`src/rtl/sys_arbiter.sv`:
```
// sys_arbiter: two-master arbiter for a shared system memory port with burst reads and single-beat writes.
// Optional macro ARB_RR_EN: simultaneous requests go to the master not granted last (default: fixed M1 priority).
module sys_arbiter #(
   parameter int BURST_LEN = 16,
   parameter int CNT_W     = 4
) (
   input  logic        clock,
   input  logic        reset,
   input  logic        M0Strobe,
   input  logic        M0RW,
   input  logic [31:0] M0Address,
   input  logic [31:0] M0Data_out,
   output logic [31:0] M0Data_in,
   output logic        M0Ready,
   input  logic        M1Strobe,
   input  logic        M1RW,
   input  logic [31:0] M1Address,
   input  logic [31:0] M1Data_out,
   output logic [31:0] M1Data_in,
   output logic        M1Ready,
   output logic        SysStrobe,
   output logic        SysRW,
   output logic [31:0] SysAddress,
   output logic [31:0] SysData_in,
   input  logic [31:0] SysData_out,
   input  logic        SysReady,
   output logic        Busy
);
   typedef enum logic [1:0] {IDLE, GNT0, GNT1} state_t;
   state_t           state_q, state_d;
   logic [CNT_W-1:0] cnt_q, cnt_d;
   logic [CNT_W:0]   tgt_q, tgt_d;
   logic             sel0, sel1, pick1, g_strobe, last_beat;
`ifdef ARB_RR_EN
   logic             last_q, last_d;
   assign pick1 = M1Strobe & (~M0Strobe | ~last_q);
`else
   assign pick1 = M1Strobe;
`endif
   assign sel0      = state_q == GNT0;
   assign sel1      = state_q == GNT1;
   assign g_strobe  = sel1 ? M1Strobe : M0Strobe;
   assign last_beat = {1'b0, cnt_q} == tgt_q - 1'b1;
   // Next state, beat counter and beat target; the target is one bit wider so a full burst fits.
   always_comb begin
      state_d = state_q;
      cnt_d   = cnt_q;
      tgt_d   = tgt_q;
`ifdef ARB_RR_EN
      last_d  = last_q;
`endif
      case (state_q)
         IDLE: if (M0Strobe | M1Strobe) begin
            state_d = pick1 ? GNT1 : GNT0;
            tgt_d   = (pick1 ? M1RW : M0RW) ? (CNT_W+1)'(BURST_LEN) : (CNT_W+1)'(1);
            cnt_d   = '0;
`ifdef ARB_RR_EN
            last_d  = pick1;
`endif
         end
         GNT0, GNT1: if (!g_strobe) begin
            state_d = IDLE;
            cnt_d   = '0;
         end else if (SysReady) begin
            state_d = last_beat ? IDLE : state_q;
            cnt_d   = last_beat ? '0 : cnt_q + 1'b1;
         end
         default: state_d = IDLE;
      endcase
   end
   // State registers with asynchronous active-low reset.
   always_ff @(posedge clock or negedge reset) begin
      if (!reset) begin
         state_q <= IDLE;
         cnt_q   <= '0;
         tgt_q   <= '0;
`ifdef ARB_RR_EN
         last_q  <= 1'b0;
`endif
      end else begin
         state_q <= state_d;
         cnt_q   <= cnt_d;
         tgt_q   <= tgt_d;
`ifdef ARB_RR_EN
         last_q  <= last_d;
`endif
      end
   end
   assign SysStrobe  = sel1 ? M1Strobe   : sel0 ? M0Strobe   : 1'b0;
   assign SysRW      = sel1 ? M1RW       : sel0 ? M0RW       : 1'b1;
   assign SysAddress = sel1 ? M1Address  : sel0 ? M0Address  : '0;
   assign SysData_in = sel1 ? M1Data_out : sel0 ? M0Data_out : '0;
   assign M0Ready    = sel0 & SysReady;
   assign M1Ready    = sel1 & SysReady;
   assign M0Data_in  = SysData_out;
   assign M1Data_in  = SysData_out;
   assign Busy       = state_q != IDLE;
endmodule
```
`config.mk`:
```
export PLATFORM = sky130hd
export DESIGN_NAME = sys_arbiter
export DESIGN_NICKNAME = d
export VERILOG_FILES = /design/src/rtl/sys_arbiter.sv
export SDC_FILE = /design/constraint.sdc
export NUM_CORES = 1
export LEC_CHECK = 0
export ABC_CLOCK_PERIOD_IN_PS = 2100
export CAP_MARGIN = 30
export CORE_MARGIN = 10
export CORE_UTILIZATION = 21
export DETAILED_ROUTE_END_ITERATION = 8
export PLACE_DENSITY = 0.89
export SLEW_MARGIN = 10
export SYNTH_ARGS = -nofsm -noshare
export SYNTH_HDL_FRONTEND = slang
export SYNTH_SLANG_ARGS = --single-unit
export TNS_END_PERCENT = 5
```
`constraint.sdc`:
```
create_clock -name clock -period 2.1 [get_ports clock]
set_input_delay 0.42 -clock clock [delete_from_list [all_inputs] [get_ports clock]]
set_output_delay 0.42 -clock clock [all_outputs]
set_load 0.02 [all_outputs]
```
* Word level (Yosys, flattened, before mapping)
Cells that the tools add are included.
** Storage, ports and cells
- Register bits :: 11
- Bits of input ports :: 167
** Operators by class
- Add/sub/neg operators :: 2
- Eq/ne operators :: 6
- Muxes and demuxes :: 22
- Bitwise logic cells :: 3
- Reduce and logical (&&, ||, !) cells :: 7
** Operators by type and width (count)
- 32-bit two-way mux :: 4
- 4-bit two-way mux :: 4
- 2-bit two-way mux :: 5
- 4-bit one-hot mux with 2 select lines :: 1
- 1-bit two-way mux :: 6
- 3-bit != test (second input constant) :: 2
- 3-bit AND reduction :: 2
- 4-bit by 5-bit == test with 1-bit output :: 1
- 5-bit two-way mux :: 1
- 5-bit by 1-bit subtractor with 5-bit output (second input constant) :: 1
- 4-bit by 1-bit adder with 4-bit output (second input constant) :: 1
- 2-bit one-hot mux with 2 select lines :: 1
- 2-bit nonzero test :: 2
- 1-bit AND :: 2
- 2-bit by 1-bit == test with 1-bit output (second input constant) :: 1
- 2-bit == test (second input constant) :: 1
- 2-bit logical NOT :: 1
- 2-bit != test (second input constant) :: 1
- 2-bit AND reduction :: 1
- 2-bit OR reduction :: 1
- 1-bit OR :: 1

* Depth between registers and ports, before layout
- Depth after elaboration :: 6
- Gate-level depth with buffers :: 7
- Mapped depth without buffers :: 6

* Worst setup path after synthesis
No wires, ideal clock.
- Path type :: register -> output
- Start point :: reg state_q[0]
- End point :: out SysAddress[30]
- Data arrival time :: 1782 ps
- Setup slack :: -102 ps
- Cell stages (with the launch flop) :: 8
- Cell sequence :: dfrtp_1 -> inv_1 -> ha_1 -> clkbuf_1 -> clkbuf_1 -> buf_1 -> nand2_1 -> o21ai_0
** On the way
- Longest elaborated chain between the ends :: 3
- Elaborated cells on any way between the ends :: 4
- Those cells by class :: eq/ne: 2; mux: 2
** RTL lines
- start: declaration :: RTL line 30 : state_t state_q, state_d;
- start signal: assignment :: RTL line 81 : state_q <= state_d;
- 2-bit by 1-bit == test with 1-bit output :: RTL line 40 : assign sel0 = state_q == GNT0;
- 32-bit two-way mux :: RTL line 91 : assign SysAddress = sel1 ? M1Address : sel0 ? M0Address : '0;
- 32-bit two-way mux (*) :: RTL line 91
- end: declaration :: RTL line 23 : output logic [31:0] SysAddress,
Every way passes the cells marked *; elsewhere a longest branch is shown, timed or not.

* Worst setup path after layout
- Start point :: reg state_q[0]
- End point :: reg cnt_q[3]
** On the way
- Longest elaborated chain between the ends :: 4
- Elaborated cells on any way between the ends :: 11
- Those cells by class :: eq/ne: 4; mux: 3; reduce/logical: 4
** RTL lines
- 2-bit == test or 2-bit by 1-bit == test with 1-bit output (tied branches) :: RTL line 41, 52
- 1-bit two-way mux or 2-bit OR reduction (tied branches) :: RTL line 42, 52
- 3-bit != test (no line), or another cell as far along
- 3-bit AND reduction (no line) or 4-bit one-hot mux with 2 select lines (tied branches)
- end signal: assignment :: RTL line 82 : cnt_q <= cnt_d;
- end: declaration :: RTL line 31 : logic [CNT_W-1:0] cnt_q, cnt_d;
Parallel ways exist; a longest one is shown, timed or not.
A chain may end at the register's enable or synchronous reset.

==> impl_results.md <==
- Outcome: completed
- Drt first pass iters: 4
- End of the critical path: cnt_q[3]$_DFFE_PN0P_
- Slowest cell on the critical path: a311o_2
- Cell Area, Synth: 0.00191 mm^2
- Tot GR Track Use: between 10 and 15%
- Synth Net Count: 495
- R2R Path Start: state_q[0]$_DFFE_PN0P_
- Startpoint Class: register
- Seq cells post-synth: 8
- Achievable clock frequency: between 400 and 500 MHz
- Depth of the most critical reg-to-reg path: 7
- Post-synth top flop: dfrtp_1
- IO Pins: 300
- DR WL/cell: approximately 19 um
- Synth warnings: 0
- Vias in the first global route: about 2,700
- WP buf/inv: 2
- Pleak: approximately 0.0016 uW
- Vias per cell: between 4 and 5
- Final setup viols: 0
- Root Driver: clkbuf_8
- Max Cap Viol: 0
- Fin. Hold Viols: 0
- CTS sink count: 8
- Most common cell in the synthesized netlist: nand2_1
- Worst-path maximum fanout: 6
- Register area share after synthesis: between 10% and 20%
- Global-route wire length before repair: about 15,000 um
- Post-Place Cell Area: about 0.0037 mm^2
- Site Rows: 34
- Final Cell Area: between 0.003 and 0.004 mm^2
- Avg Inst Size Synth: around 6 um^2
- WP depth: 7
- Cells after Synth: about 320
- Synth top area share: 25.2%
- DR vias: around 2,700
- Synth top area cells: buf_4, nand2_1, o21ai_0, dfrtp_1, o21ai_1
- Reg2Reg Setup Slack: 10 ps
- Crit path DAT: 2180 ps
- Data required, critical path: 2190 ps
- CP cell instances: inv_2, ha_4, buf_12, mux2_4, a311o_2, o21ai_1, o41ai_2
- CORE AREA: slightly below 0.009 mm^2
- H-tree depth: 1
- Slew Viols, Final: 0
- Die width: 115 um
- Synth cell count leaders: nand2_1, buf_4, o21ai_0
- Area growth from synthesis to layout: 96.5%
- Share of post-route cells with drive strength above 1: between 20% and 30%
- GP Congestion: approximately 0.78
- Power Density: ~1100 mW/mm^2
- Detailed Route Iter0 Violations: between 100 and 150
- Setup crit start: state_q[0]$_DFFE_PN0P_
- Final Net Count: between 600 and 700
- Async SR Flop Fraction: 100%
- Max incr delay on CP: about 460 ps
- Period Utilization, post-route: about 99%
- Die Y: between 100 and 150 um
- Crit path capture type: register
- Clk_lat worst skew: ~230 ps
- Measured slew at the worst slew-check pin: 465 ps
- Post-synth EDFFs: 0
- PortBufs: 203
- Netlist cell types: 31
- TritonCTS clock tree: done
- Max_slew headroom: between 60% and 70%
- Initial antenna violation count: 0
- Area leader, netlist: buf_4
- Die area: 0.0133 mm^2
- CP top delay family: compound AO/OA/AOI/OAI gates
- RSZ-0062 raised after global routing: yes
- Total power: between 4000 and 5000 uW
- Pin count of the biggest net entering global routing: 44
- Num CTS Buffers: 3
- CTS max path bufs: 2
- Drt drc: 0
- Post-route ant nets: 0
- Post-DP HPWL: 8680 um
- WS Path Type: register to register
- Grt ovf: 0
- Starting Density: approximately 22%
- Peak supply drop: around 0.00038 V
- Clk pin slew, worst setup/hold paths: about 40 ps
- Final worst path period need: 2090 ps
- WL final: around 11,000 um
- Reg2reg end: cnt_q[3]$_DFFE_PN0P_
- HP Class: input pin to asynchronous set/reset pin
- Clock skew: around 4.2 ps
- Diode count: 0
-- final cells by class --
cell class | instances | area, um^2
Tap cell | 108 | 135
Multi-Input combinational cell | 226 | 1190
Inverter | 4 | 15.0
Clock buffer | 3 | 41.3
Sequential cell | 8 | 201
Fill cell | 882 | 5020
Timing Repair Buffer | 230 | 2160
-- placed cells by master (no fill, tap or decap), types with 2 or more instances in the layout --
cell type / instances
clkdlybuf4s50_1: 134
nand2_1: 123
o21ai_0: 34
buf_4: 34
buf_2: 32
o21ai_1: 28
a22o_1: 7
buf_6: 7
dfrtp_1: 7
clkdlybuf4s15_2: 6
clkbuf_2: 5
buf_12: 5
inv_1: 3
nor2b_1: 3
ha_1: 3
clkbuf_8: 3
clkbuf_16: 3
and2_1: 2
a21oi_1: 2
nand3_1: 2
mux2i_1: 2
ha_4: 2
dlygate4sd2_1: 2
-- power breakdown --
part,internal [uW],switching [uW]
Sequential,205,62.7
Combinational,1610,1970
Clock,124,62.2
Total,1940,2100
-- how the worst min path moves through the flow --
stage / start / cells past startpoint / end / slack (ps)
finish: reset / 1 / cnt_q[0]$_DFFE_PN0P_ / 470
global route: reset / 1 / cnt_q[2]$_DFFE_PN0P_ / 490
CTS: reset / 1 / cnt_q[0]$_DFFE_PN0P_ / 470
detailed placement: cnt_q[1]$_DFFE_PN0P_ / 2 / cnt_q[1]$_DFFE_PN0P_ / 560
global placement: cnt_q[1]$_DFFE_PN0P_ / 2 / cnt_q[1]$_DFFE_PN0P_ / 520
floorplan: reset / 0 / cnt_q[0]$_DFFE_PN0P_ / 120
-- per-stage QoR --
| stage | setup WS, ps | std cells | hold slack (ps) | TNS, ps | util, % |
|---|---|---|---|---|---|
| 2_1_floorplan | 42.9 | 323 | 124 | 0 | - |
| 3_3_place_gp | -146 | 564 | 524 | -4150 | 42.1 |
| 3_5_place_dp | -174 | 564 | 561 | -5980 | 42.1 |
| 4_1_cts | -97.8 | 568 | 474 | -847 | 41.9 |
| 5_1_grt | -64.5 | 579 | 490 | -479 | 42.7 |
| 6_report | 12.9 | 579 | 466 | 0 | 42.7 |
-- sequential cells by signal (all words and copies together), names as in the netlist --
register,count
tgt_q,2
state_q,2
cnt_q,4
-- metal layers --
metal / global-route usage, % / up-vias / part of all wire (%)
met5: 0 / - / 0
met4: 5.36 / 0 / 3.0
met3: 7.92 / 27 / 14
met2: 24.1 / 191 / 47
met1: 13.2 / 1217 / 35
li1: - / 1289 / -
-- cells by family after synthesis --
logic type      after synthesis  share of synthesized area, %
compound gates               78                          24.0
fa+ha+maj                     5                          3.28
simple gates                140                          30.2
buf+inv                      89                          30.1
mux                           3                          1.84
flops                         8                          10.5
-- what timing repair did --
item                                    in CTS  in global routing
endpoints found under the setup margin      73                 60
pin swaps                                    2                  3
buffers inserted                             0                  7
cloned                                       1                  4
hold buffers                                 0                  0
resized for setup                          236                113
Note: power is estimated with default switching activity, not from simulation.
